`src/rtl/gerenciador_chamadas_pkg.sv`:
```
`default_nettype none
// ============================================================================
// Package : pacote_elevador
// Shared floor count, FSM state encoding and direction codes for the scheduler.
// Revision: 1.0 - initial release
// ============================================================================
package pacote_elevador;

  localparam int NUM_ANDARES = 4;
  localparam int ANDAR_W     = 2;

  typedef enum logic [1:0] {
    OCIOSO    = 2'd0,
    ESCOLHER  = 2'd1,
    SOLICITAR = 2'd2,
    AGUARDAR  = 2'd3
  } estado_t;

  localparam logic [1:0] SUBINDO  = 2'b10;
  localparam logic [1:0] DESCENDO = 2'b01;
  localparam logic [1:0] PARADO   = 2'b00;

endpackage
`default_nettype wire

```
`src/rtl/gerenciador_chamadas_seletor.sv`:
```
`default_nettype none
// ============================================================================
// Module  : seletor_proximo_andar
// SCAN selection: nearest pending floor ahead of the sweep, else nearest behind.
// Revision: 1.0 - initial release
// ============================================================================
module seletor_proximo_andar #(
  parameter int NUM_ANDARES = pacote_elevador::NUM_ANDARES,
  parameter int ANDAR_W     = pacote_elevador::ANDAR_W
) (
  input  logic [NUM_ANDARES-1:0] i_pendentes,
  input  logic [ANDAR_W-1:0]     i_andar_atual,
  input  logic [1:0]             i_sweep,
  output logic                   o_encontrado,
  output logic [ANDAR_W-1:0]     o_andar_escolhido,
  output logic                   o_inverter_sweep
);
  import pacote_elevador::*;

  logic               w_acima_ok;
  logic [ANDAR_W-1:0] w_acima;
  logic               w_abaixo_ok;
  logic [ANDAR_W-1:0] w_abaixo;
  logic               w_aqui;
  logic               w_frente_ok;
  logic [ANDAR_W-1:0] w_frente;
  logic               w_tras_ok;
  logic [ANDAR_W-1:0] w_tras;

  always_comb begin
    w_acima_ok  = 1'b0;
    w_acima     = '0;
    w_abaixo_ok = 1'b0;
    w_abaixo    = '0;
    w_aqui      = 1'b0;
    // Descending scan leaves the closest floor above in w_acima, ascending the closest below.
    for (int i = NUM_ANDARES - 1; i >= 0; i--) begin
      if (i > int'(i_andar_atual) && i_pendentes[i]) begin
        w_acima_ok = 1'b1;
        w_acima    = ANDAR_W'(i);
      end
    end
    for (int i = 0; i < NUM_ANDARES; i++) begin
      if (i < int'(i_andar_atual) && i_pendentes[i]) begin
        w_abaixo_ok = 1'b1;
        w_abaixo    = ANDAR_W'(i);
      end
      if (i == int'(i_andar_atual) && i_pendentes[i]) begin
        w_aqui = 1'b1;
      end
    end
  end

  always_comb begin
    w_frente_ok = (i_sweep == SUBINDO) ? w_acima_ok  : w_abaixo_ok;
    w_frente    = (i_sweep == SUBINDO) ? w_acima     : w_abaixo;
    w_tras_ok   = (i_sweep == SUBINDO) ? w_abaixo_ok : w_acima_ok;
    w_tras      = (i_sweep == SUBINDO) ? w_abaixo    : w_acima;

    o_encontrado      = 1'b1;
    o_andar_escolhido = '0;
    o_inverter_sweep  = 1'b0;
    if (w_frente_ok) begin
      o_andar_escolhido = w_frente;
    end else if (w_tras_ok) begin
      o_andar_escolhido = w_tras;
      o_inverter_sweep  = 1'b1;
    end else if (w_aqui) begin
      o_andar_escolhido = i_andar_atual;
    end else begin
      o_encontrado = 1'b0;
    end
  end

endmodule
`default_nettype wire

```
`src/rtl/gerenciador_chamadas.sv`:
```
`default_nettype none
// ============================================================================
// Module  : gerenciador_chamadas
// Latches floor calls, picks the next destination by SCAN and hands it off.
// Revision: 1.0 - initial release
// ============================================================================
module gerenciador_chamadas #(
  parameter int NUM_ANDARES = pacote_elevador::NUM_ANDARES,
  parameter int ANDAR_W     = pacote_elevador::ANDAR_W
) (
  input  logic                   clock_in,
  input  logic                   reset_n,
  input  logic [NUM_ANDARES-1:0] chamada_pulso,
  input  logic [ANDAR_W-1:0]     andar_atual,
  input  logic                   req_aceito,
  input  logic                   chegou,
  output logic [ANDAR_W-1:0]     destino,
  output logic                   req_valido,
  output logic [NUM_ANDARES-1:0] chamadas_pendentes,
  output logic [1:0]             direcao,
  output logic                   ocupado
);
  import pacote_elevador::*;

  estado_t                r_estado;
  estado_t                w_estado_prox;
  logic [NUM_ANDARES-1:0] r_pendentes;
  logic [ANDAR_W-1:0]     r_destino;
  logic [ANDAR_W-1:0]     w_destino_prox;
  logic [1:0]             r_sweep;
  logic [1:0]             w_sweep_prox;
  logic [1:0]             r_direcao;
  logic [1:0]             w_direcao_prox;
  logic [ANDAR_W-1:0]     w_andar;
  logic [NUM_ANDARES-1:0] w_set;
  logic [NUM_ANDARES-1:0] w_clear;
  logic                   w_encontrado;
  logic [ANDAR_W-1:0]     w_escolhido;
  logic                   w_inverter;

  function automatic logic [NUM_ANDARES-1:0] f_onehot(input logic [ANDAR_W-1:0] a);
    logic [NUM_ANDARES-1:0] v;
    v = '0;
    for (int i = 0; i < NUM_ANDARES; i++) begin
      if (i == int'(a)) v[i] = 1'b1;
    end
    return v;
  endfunction

  // Out-of-range floor reports are folded onto floor 0.
  assign w_andar = (int'(andar_atual) >= NUM_ANDARES) ? '0 : andar_atual;

  assign w_set   = chamada_pulso & ~((r_estado == OCIOSO) ? f_onehot(w_andar) : '0);
  assign w_clear = (r_estado == AGUARDAR && chegou) ? f_onehot(r_destino) : '0;

  seletor_proximo_andar #(
    .NUM_ANDARES (NUM_ANDARES),
    .ANDAR_W     (ANDAR_W)
  ) u_seletor (
    .i_pendentes       (r_pendentes),
    .i_andar_atual     (w_andar),
    .i_sweep           (r_sweep),
    .o_encontrado      (w_encontrado),
    .o_andar_escolhido (w_escolhido),
    .o_inverter_sweep  (w_inverter)
  );

  always_comb begin
    w_estado_prox  = r_estado;
    w_destino_prox = r_destino;
    w_sweep_prox   = r_sweep;
    case (r_estado)
      OCIOSO: begin
        if (r_pendentes != '0) w_estado_prox = ESCOLHER;
      end
      ESCOLHER: begin
        if (w_encontrado) begin
          w_destino_prox = w_escolhido;
          w_estado_prox  = SOLICITAR;
          if (w_inverter) w_sweep_prox = (r_sweep == SUBINDO) ? DESCENDO : SUBINDO;
        end else begin
          w_estado_prox = OCIOSO;
        end
      end
      SOLICITAR: begin
        if (req_aceito) w_estado_prox = AGUARDAR;
      end
      AGUARDAR: begin
        if (chegou) w_estado_prox = ESCOLHER;
      end
      default: w_estado_prox = OCIOSO;
    endcase

    // Direction tracks the upcoming state so it lines up with req_valido.
    if (w_estado_prox == OCIOSO)        w_direcao_prox = PARADO;
    else if (w_destino_prox > w_andar)  w_direcao_prox = SUBINDO;
    else if (w_destino_prox < w_andar)  w_direcao_prox = DESCENDO;
    else                                w_direcao_prox = PARADO;
  end

  always_ff @(posedge clock_in or negedge reset_n) begin
    if (!reset_n) begin
      r_estado    <= OCIOSO;
      r_pendentes <= '0;
      r_destino   <= '0;
      r_sweep     <= SUBINDO;
      r_direcao   <= PARADO;
    end else begin
      r_estado    <= w_estado_prox;
      r_pendentes <= (r_pendentes | w_set) & ~w_clear;
      r_destino   <= w_destino_prox;
      r_sweep     <= w_sweep_prox;
      r_direcao   <= w_direcao_prox;
    end
  end

  assign destino            = r_destino;
  assign req_valido         = (r_estado == SOLICITAR);
  assign chamadas_pendentes = r_pendentes;
  assign direcao            = r_direcao;
  assign ocupado            = (r_estado != OCIOSO);

endmodule
`default_nettype wire

```
`config.mk`:
```
export PLATFORM = sky130hd
export DESIGN_NAME = gerenciador_chamadas
export DESIGN_NICKNAME = d
export VERILOG_FILES = /design/src/rtl/gerenciador_chamadas_pkg.sv /design/src/rtl/gerenciador_chamadas_seletor.sv /design/src/rtl/gerenciador_chamadas.sv
export SDC_FILE = /design/constraint.sdc
export NUM_CORES = 1
export LEC_CHECK = 0
export ABC_AREA = 1
export ABC_CLOCK_PERIOD_IN_PS = 2500
export CAP_MARGIN = 20
export CORE_MARGIN = 3
export CORE_UTILIZATION = 45
export DETAILED_ROUTE_END_ITERATION = 7
export GPL_ROUTABILITY_DRIVEN = 0
export PLACE_DENSITY = 0.78
export RECOVER_POWER = 50
export REMOVE_ABC_BUFFERS = 1
export SLEW_MARGIN = 5
export SYNTH_ARGS = -nofsm -noshare
export SYNTH_HDL_FRONTEND = slang
export SYNTH_HIERARCHICAL = 1
export SYNTH_SLANG_ARGS = --single-unit
export TNS_END_PERCENT = 1
```
`constraint.sdc`:
```
create_clock -name clock_in -period 2.5 [get_ports clock_in]
set_input_delay 0.375 -clock clock_in [delete_from_list [all_inputs] [get_ports clock_in]]
set_output_delay 0.375 -clock clock_in [all_outputs]
set_load 0.005 [all_outputs]
```
==> flow_summary_export.csv, run 1 <==
group,metric,value,unit
timing,fin_setup_tns,0,ns
yosys,yosysTopAreaCell,"dfrtp_1",
clocking,cts_tree,"built",
yosys,synth-edff-count,0,
yosys,synthesis.area,903,µm²
power_and_ir_drop,ir_drop,0.000689,V
clocking,cts_made_buffers,3,
power_and_ir_drop,p_leak,0.000655,µW
die,die_y,50.8,µm
yosys,synth_seq_area_share,33.4,%
setup_path,r2r-start,"r_sweep[1]$_DFFE_PN1P_",
setup_path,path_cells,"clkdlybuf4s50_1, inv_2, nand2_1, nor2_2, nor2_4, nand2_4, inv_1, nand3_1, nand2_2, nor2_4, nand2_1, o21ai_1, ha_1, a21oi_1, a21oi_1, nand2_1, inv_1",
clocking,clockRootBuffer,"clkbuf_4",
grt,first_global_vias,943,
finish,insertedDiodeCount,0,
drt,ant_nets,0,
die,rows,15,
finish,fin_cells,193,
power_and_ir_drop,power_frac_comb,57.0,%
timing,slew_headroom,63.4,%
timing,setup_violations,0,
die,core_area,1800,µm²
yosys,yosys.area_share.simple,45.8,%
yosys,ys.flop_type,"dfrtp_1",
power_and_ir_drop,p_total,1260,µW
hold_path,min_from,"r_sweep[1]$_DFFE_PN1P_",
yosys,synth_top_family_by_area,"simple AND/OR/NAND/NOR gates",
power_and_ir_drop,powerDensity,1000,nW/µm²
clocking,cts.htree.levels,1,
yosys,synth_compound_area_share,8.03,%
timing,worst_pin_slew,0.547,ns
yosys,synth_area_leaders,"dfrtp_1, nand2_1, nand3_1, inv_1, nor2_1",
timing,fin_skew,0.00184,ns
setup_path,cp.arrival,2.45,ns
grt,grt_pass1_wl,3910,µm
hold_path,worstHoldPathCells,2,
drt,drtIter0Drc,18,
setup_path,worst_ep_required_time,2.68,ns
setup_path,cp-start-kind,"input port",
finish,fillerInstances,150,
flow_run,cap_violations,0,
power_and_ir_drop,sequentialPowerShare,30.4,%
setup_path,cp_slowest_stage_delay,0.48,ns
yosys,ys_seq_elements,12,
drt,drc,0,
power_and_ir_drop,p_switching,549,µW
drt,wl,2280,µm
setup_path,end_kind,"flop",
setup_path,reg2regPathDepth,13,
yosys,ys_types,20,
die,ios,20,
drt,post_drt_wl_per_cell,11.8,µm
die,fp.dieW,50.8,µm
yosys,syn_inst,133,
placement,dp.cells,189,
placement,dp.final_hpwl,1800,µm
finish,final_net_count,181,
power_and_ir_drop,power.share.clock,12.6,%
clocking,clockBufferDepth,2,
clocking,clkLatencyLatePin,0.28,ns
grt,grt_max_degree,13,
yosys,synthArstFlopShare,100,%
setup_path,cpMaxStageDelayCell,"clkdlybuf4s50_1",
placement,io_buffers,19,
setup_path,reg2reg_slack,0.31,ns
clocking,cts_sinks,12,
drt,vias_per_cell,5.08,
grt,antenna_found_initial,0,
timing,rsz0062_at_grt,"no",
setup_path,crit_type,"input port to flop",
yosys,synth_adder_area_share,2.77,%
setup_path,path_common_cell,"nand2_1",
grt,grt_overflow,0,
drt,num_vias,981,
setup_path,crit_buf_inv,4,
finish,register_area,302,µm²
yosys,synthMuxAreaShare,0,%
finish,multiInputGateArea,512,µm²
hold_path,hp-class,"flop to flop",
timing,post-route-min-period,2.27,ns
clocking,clk_pin_slew,0.07,ns
grt,grt_usage,19.9,%
drt,drtPass1Iterations,4,
setup_path,r2r-end,"direcao[1]$_DFF_PN0_",
die,dieArea,2580,µm²
yosys,yosysWarnings,6,
setup_path,crit_family,"simple AND/OR/NAND/NOR gates",
yosys,synth.avg_cell_area,6.79,µm²
timing,fmax,441,MHz
yosys,synth-xor-area-share,0,%
finish,area_delta_synth_final,38.4,%
timing,finalHoldViolCount,0,
power_and_ir_drop,swShare,43.7,%
hold_path,hold_end,"r_sweep[1]$_DFFE_PN1P_",
timing,maxSlewViolCount,0,
yosys,synth_top_area_share,30.5,%
run_status,status,"finished, final reports clean",
timing,finalCritPeriodShare,90.8,%
power_and_ir_drop,power.internal,706,µW
finish,drive_gt1_share,25.0,%
die,floorplan.initialDensity,50.1,%
setup_path,crit_fanout,5,
[area by class of cell]
| class | count | area share, % |
|---|---|---|
| Multi-Input combinational cell | 97 | 40.9 |
| Sequential cell | 12 | 24.1 |
| Timing Repair Buffer | 31 | 22.3 |
| Inverter | 24 | 7.21 |
| Clock buffer | 4 | 2.90 |
| Tap cell | 25 | 2.50 |
[kinds of logic after synthesis]
group	count (synthesis)
AO/OA/AOI/OAI	13
flip-flops	12
adder cells (fa/ha/maj)	2
buffers and inverters	24
AND/OR/NAND/NOR	82
[tightest hold or removal path, delay by kind of cell (launching register included)]
family / cells / cell delay (ns)
flops: 1 / 0.38
simple gates: 1 / 0.06
compound gates: 1 / 0.05
[placed cells by master (no fill, tap or decap), types with 2 or more instances in the layout]
cell type        netlist  layout
clkbuf_4               0       3
nor3_1                 4       4
nor2_2                 4       4
nand2_2                6       6
dfrtp_1               11      11
nand3_2                4       4
nand3_1               15      15
inv_1                 19      18
buf_4                  0      11
o21ai_1                2       2
o21ai_0                2       2
nand2_4                2       2
nand2_1               32      32
ha_1                   2       2
nor2_1                12      12
nor2_4                 2       2
a21oi_1                7       7
clkdlybuf4s50_1        0      17
inv_2                  5       6
[synth_stat cells, types with 4 or more instances]
master,instances
nand3_1,15
inv_1,19
nand3_2,4
nor2_2,4
nand2_2,6
nor2_1,12
nand2_1,32
inv_2,5
dfrtp_1,11
nor3_1,4
a21oi_1,7
[registers in the layout, summed over array words and instances, names as in the netlist]
name / count
r_estado: 2
destino: 2
chamadas_pendentes: 4
direcao: 2
r_sweep: 2
[power groups by stage]
| stage | logic, µW | registers [µW] | clock network, µW |
|---|---|---|---|
| floorplan | 408 | 370 | 0 |
| global placement | 686 | 380 | 0 |
| detailed placement | 709 | 382 | 0 |
| CTS | 716 | 383 | 158 |
| global route | 801 | 395 | 166 |
| finish | 716 | 382 | 158 |
[metal layers]
layer | up-vias | part of all wire (%) | global-route usage (%)
li1 | 489 | - | -
met1 | 455 | 43 | 23.9
met2 | 31 | 50 | 33.7
met3 | 6 | 4.5 | 4.15
met4 | 0 | 2.0 | 9.42
met5 | - | 0 | 0
[per-stage QoR]
stage	hold slack [ns]	cell area, µm²	setup slack, ns	util (%)
final	0.486	1250	0.231	69.4
after global routing	0.524	1250	0.0342	69.4
after CTS	0.464	1250	0.153	69.4
after detailed placement	0.480	1210	-0.142	67.4
after global placement	0.471	1210	-0.0645	67.4
after floorplan	0.0794	903	0.556	-
[how the worst max path moves through the flow]
stage	startpoint	endpoint	slack, ns	cells after the start
after CTS	andar_atual[0]	direcao[1]$_DFF_PN0_	0.15	16
final	andar_atual[1]	direcao[1]$_DFF_PN0_	0.23	17
after floorplan	chamadas_pendentes[1]$_DFF_PN0_	direcao[1]$_DFF_PN0_	0.56	15
after detailed placement	andar_atual[0]	direcao[1]$_DFF_PN0_	-0.14	16
after global placement	andar_atual[0]	direcao[1]$_DFF_PN0_	-0.06	16
after global routing	andar_atual[1]	direcao[1]$_DFF_PN0_	0.03	17
[timing repair]
action / 4_1_cts / 5_1_grt
hold buffers: 0 / 0
buffers inserted: 0 / 0
gates resized for setup: 0 / 3
endpoints found under the setup margin: 0 / 1
Note: power is estimated with default switching activity, not from simulation.
==> inputs of run 2 (changes only) <==
- SETUP_SLACK_MARGIN: not set -> 0.15
==> run 2 against run 1 <==
Compared with the run above:
- global-route usage unchanged
- critical path depth decreased by 4
- cell area increased by 0.80%
- sequential power about the same
- die area unchanged
- power increased by 0.87%
- combinational power increased by 2%
- fmax increased by 5.9%
- via count decreased by 0.51%
- count of clock-buffer cells in the layout unchanged
- setup slack improved by 0.13 ns
==> flow_summary_export.csv, run 2 (same netlist as run 1, synthesis figures left out) <==
group,metric,value,unit
run_status,status,"finished, final reports clean",
finish,final_net_count,181,
finish,mostFrequentLayoutCell,"nand2_1",
timing,finalHoldViolCount,0,
grt,first_global_vias,943,
drt,ant_nets,0,
setup_path,path_cells,"inv_1, nor2_2, nand4_1, nand2_1, nand3_1, nand2_1, nand2_1, o21ai_1, ha_1, a21oi_2, a21oi_1, nand2_1, inv_1",
grt,grt_max_degree,13,
setup_path,crit_fanout,7,
clocking,clkLatencyLatePin,0.28,ns
die,fp.dieW,50.8,µm
die,die_y,50.8,µm
timing,rsz0062_at_grt,"no",
drt,wl,2300,µm
drt,drtPass1Iterations,4,
die,floorplan.initialDensity,50.1,%
setup_path,crit_type,"flop to flop",
finish,final_cell_mix,"nand2_1, inv_1, clkdlybuf4s50_1, nand3_1",
timing,worst_pin_slew,0.551,ns
finish,largest_register_ffs,4,
setup_path,crit_family,"simple AND/OR/NAND/NOR gates",
grt,grt_usage,19.9,%
finish,fin_cells,193,
die,dieArea,2580,µm²
timing,setup_violations,0,
setup_path,path_common_cell,"nand2_1",
timing,slew_headroom,63.2,%
power_and_ir_drop,p_leak,0.000668,µW
power_and_ir_drop,powerDensity,1000,nW/µm²
timing,finalCritPeriodShare,85.7,%
drt,drtIter0Drc,28,
power_and_ir_drop,ir_drop,0.000707,V
die,ios,20,
grt,antenna_found_initial,0,
finish,area_delta_synth_final,39.5,%
placement,io_buffers,19,
setup_path,crit_buf_inv,2,
drt,drc,0,
clocking,cts_sinks,12,
clocking,clockBufferDepth,2,
clocking,clk_pin_slew,0.07,ns
drt,num_vias,976,
flow_run,cap_violations,0,
timing,maxSlewViolCount,0,
timing,post-route-min-period,2.14,ns
die,core_area,1800,µm²
hold_path,hp-class,"flop to flop",
placement,dp.final_hpwl,1800,µm
grt,grt_overflow,0,
setup_path,cp.arrival,2.32,ns
clocking,cts_tree,"built",
setup_path,cp_slowest_stage_delay,0.54,ns
setup_path,end_kind,"flop",
finish,drive_gt1_share,26.2,%
finish,final_util,69.9,%
placement,dp.cells,189,
timing,fmax,467,MHz
clocking,cts.htree.levels,1,
timing,fin_setup_tns,0,ns
drt,vias_per_cell,5.06,
setup_path,cpMaxStageDelayCell,"dfstp_2",
setup_path,worst_ep_required_time,2.68,ns
grt,grt_pass1_wl,3910,µm
clocking,clockRootBuffer,"clkbuf_4",
clocking,cts_made_buffers,3,
finish,insertedDiodeCount,0,
setup_path,cp-start-kind,"flop",
timing,fin_skew,0.00181,ns
die,rows,15,
drt,post_drt_wl_per_cell,11.9,µm
[run 2: power by group]
part	switching [µW]	leakage [µW]	internal [µW]
sequential	98.6	0.000131	282
combinational	386	0.000516	342
clock	68.3	0.0000210	88.7
total	553	0.000668	713
[run 2: tightest hold or removal path: stages (launching register included)]
cell and delay [ns]:
dfstp_2 0.38, nand2_1 0.06, o21ai_1 0.05
[run 2: final timing paths]
check	startpoint	endpoint	slack (ns)	cells after the start
max	r_sweep[1]$_DFFE_PN1P_	direcao[1]$_DFF_PN0_	0.36	13
max in group asynchronous	reset_n	r_sweep[1]$_DFFE_PN1P_	1.62	1
min reg2reg	r_sweep[1]$_DFFE_PN1P_	r_sweep[1]$_DFFE_PN1P_	0.49	2
min in group asynchronous	reset_n	r_sweep[0]$_DFFE_PN0P_	0.52	1
max reg2reg	r_sweep[1]$_DFFE_PN1P_	direcao[1]$_DFF_PN0_	0.36	13
min	r_sweep[1]$_DFFE_PN1P_	r_sweep[1]$_DFFE_PN1P_	0.49	2
[run 2: timing repair]
| item | CTS | global route |
|---|---|---|
| gates resized for setup | 0 | 5 |
| hold buffers | 0 | 0 |
| setup buffers | 0 | 0 |
| endpoints found under the setup margin | 0 | 2 |
[run 2: routing by layer]
layer,GRT usage [%],share of wire [%]
met4,9.42,2.0
met3,4.15,4.0
met5,0,0
met1,23.9,44
met2,33.7,50
[run 2: cell type report]
class	count	area, µm²
repair buffers	31	285
well taps	25	31.3
clock buffers	4	36.3
multi-input cells	97	515
flip-flops and latches	12	302
fillers	150	542
inverters	24	90.1
[run 2: through the flow]
step | hold slack [ns] | setup WS (ns) | total power, µW | area, µm²
floorplan | 0.0794 | 0.556 | 778 | 903
global placement | 0.471 | -0.0645 | 1070 | 1210
detailed placement | 0.480 | -0.142 | 1090 | 1210
CTS | 0.464 | 0.153 | 1260 | 1250
global route | 0.524 | 0.231 | 1370 | 1260
finish | 0.491 | 0.358 | 1270 | 1260
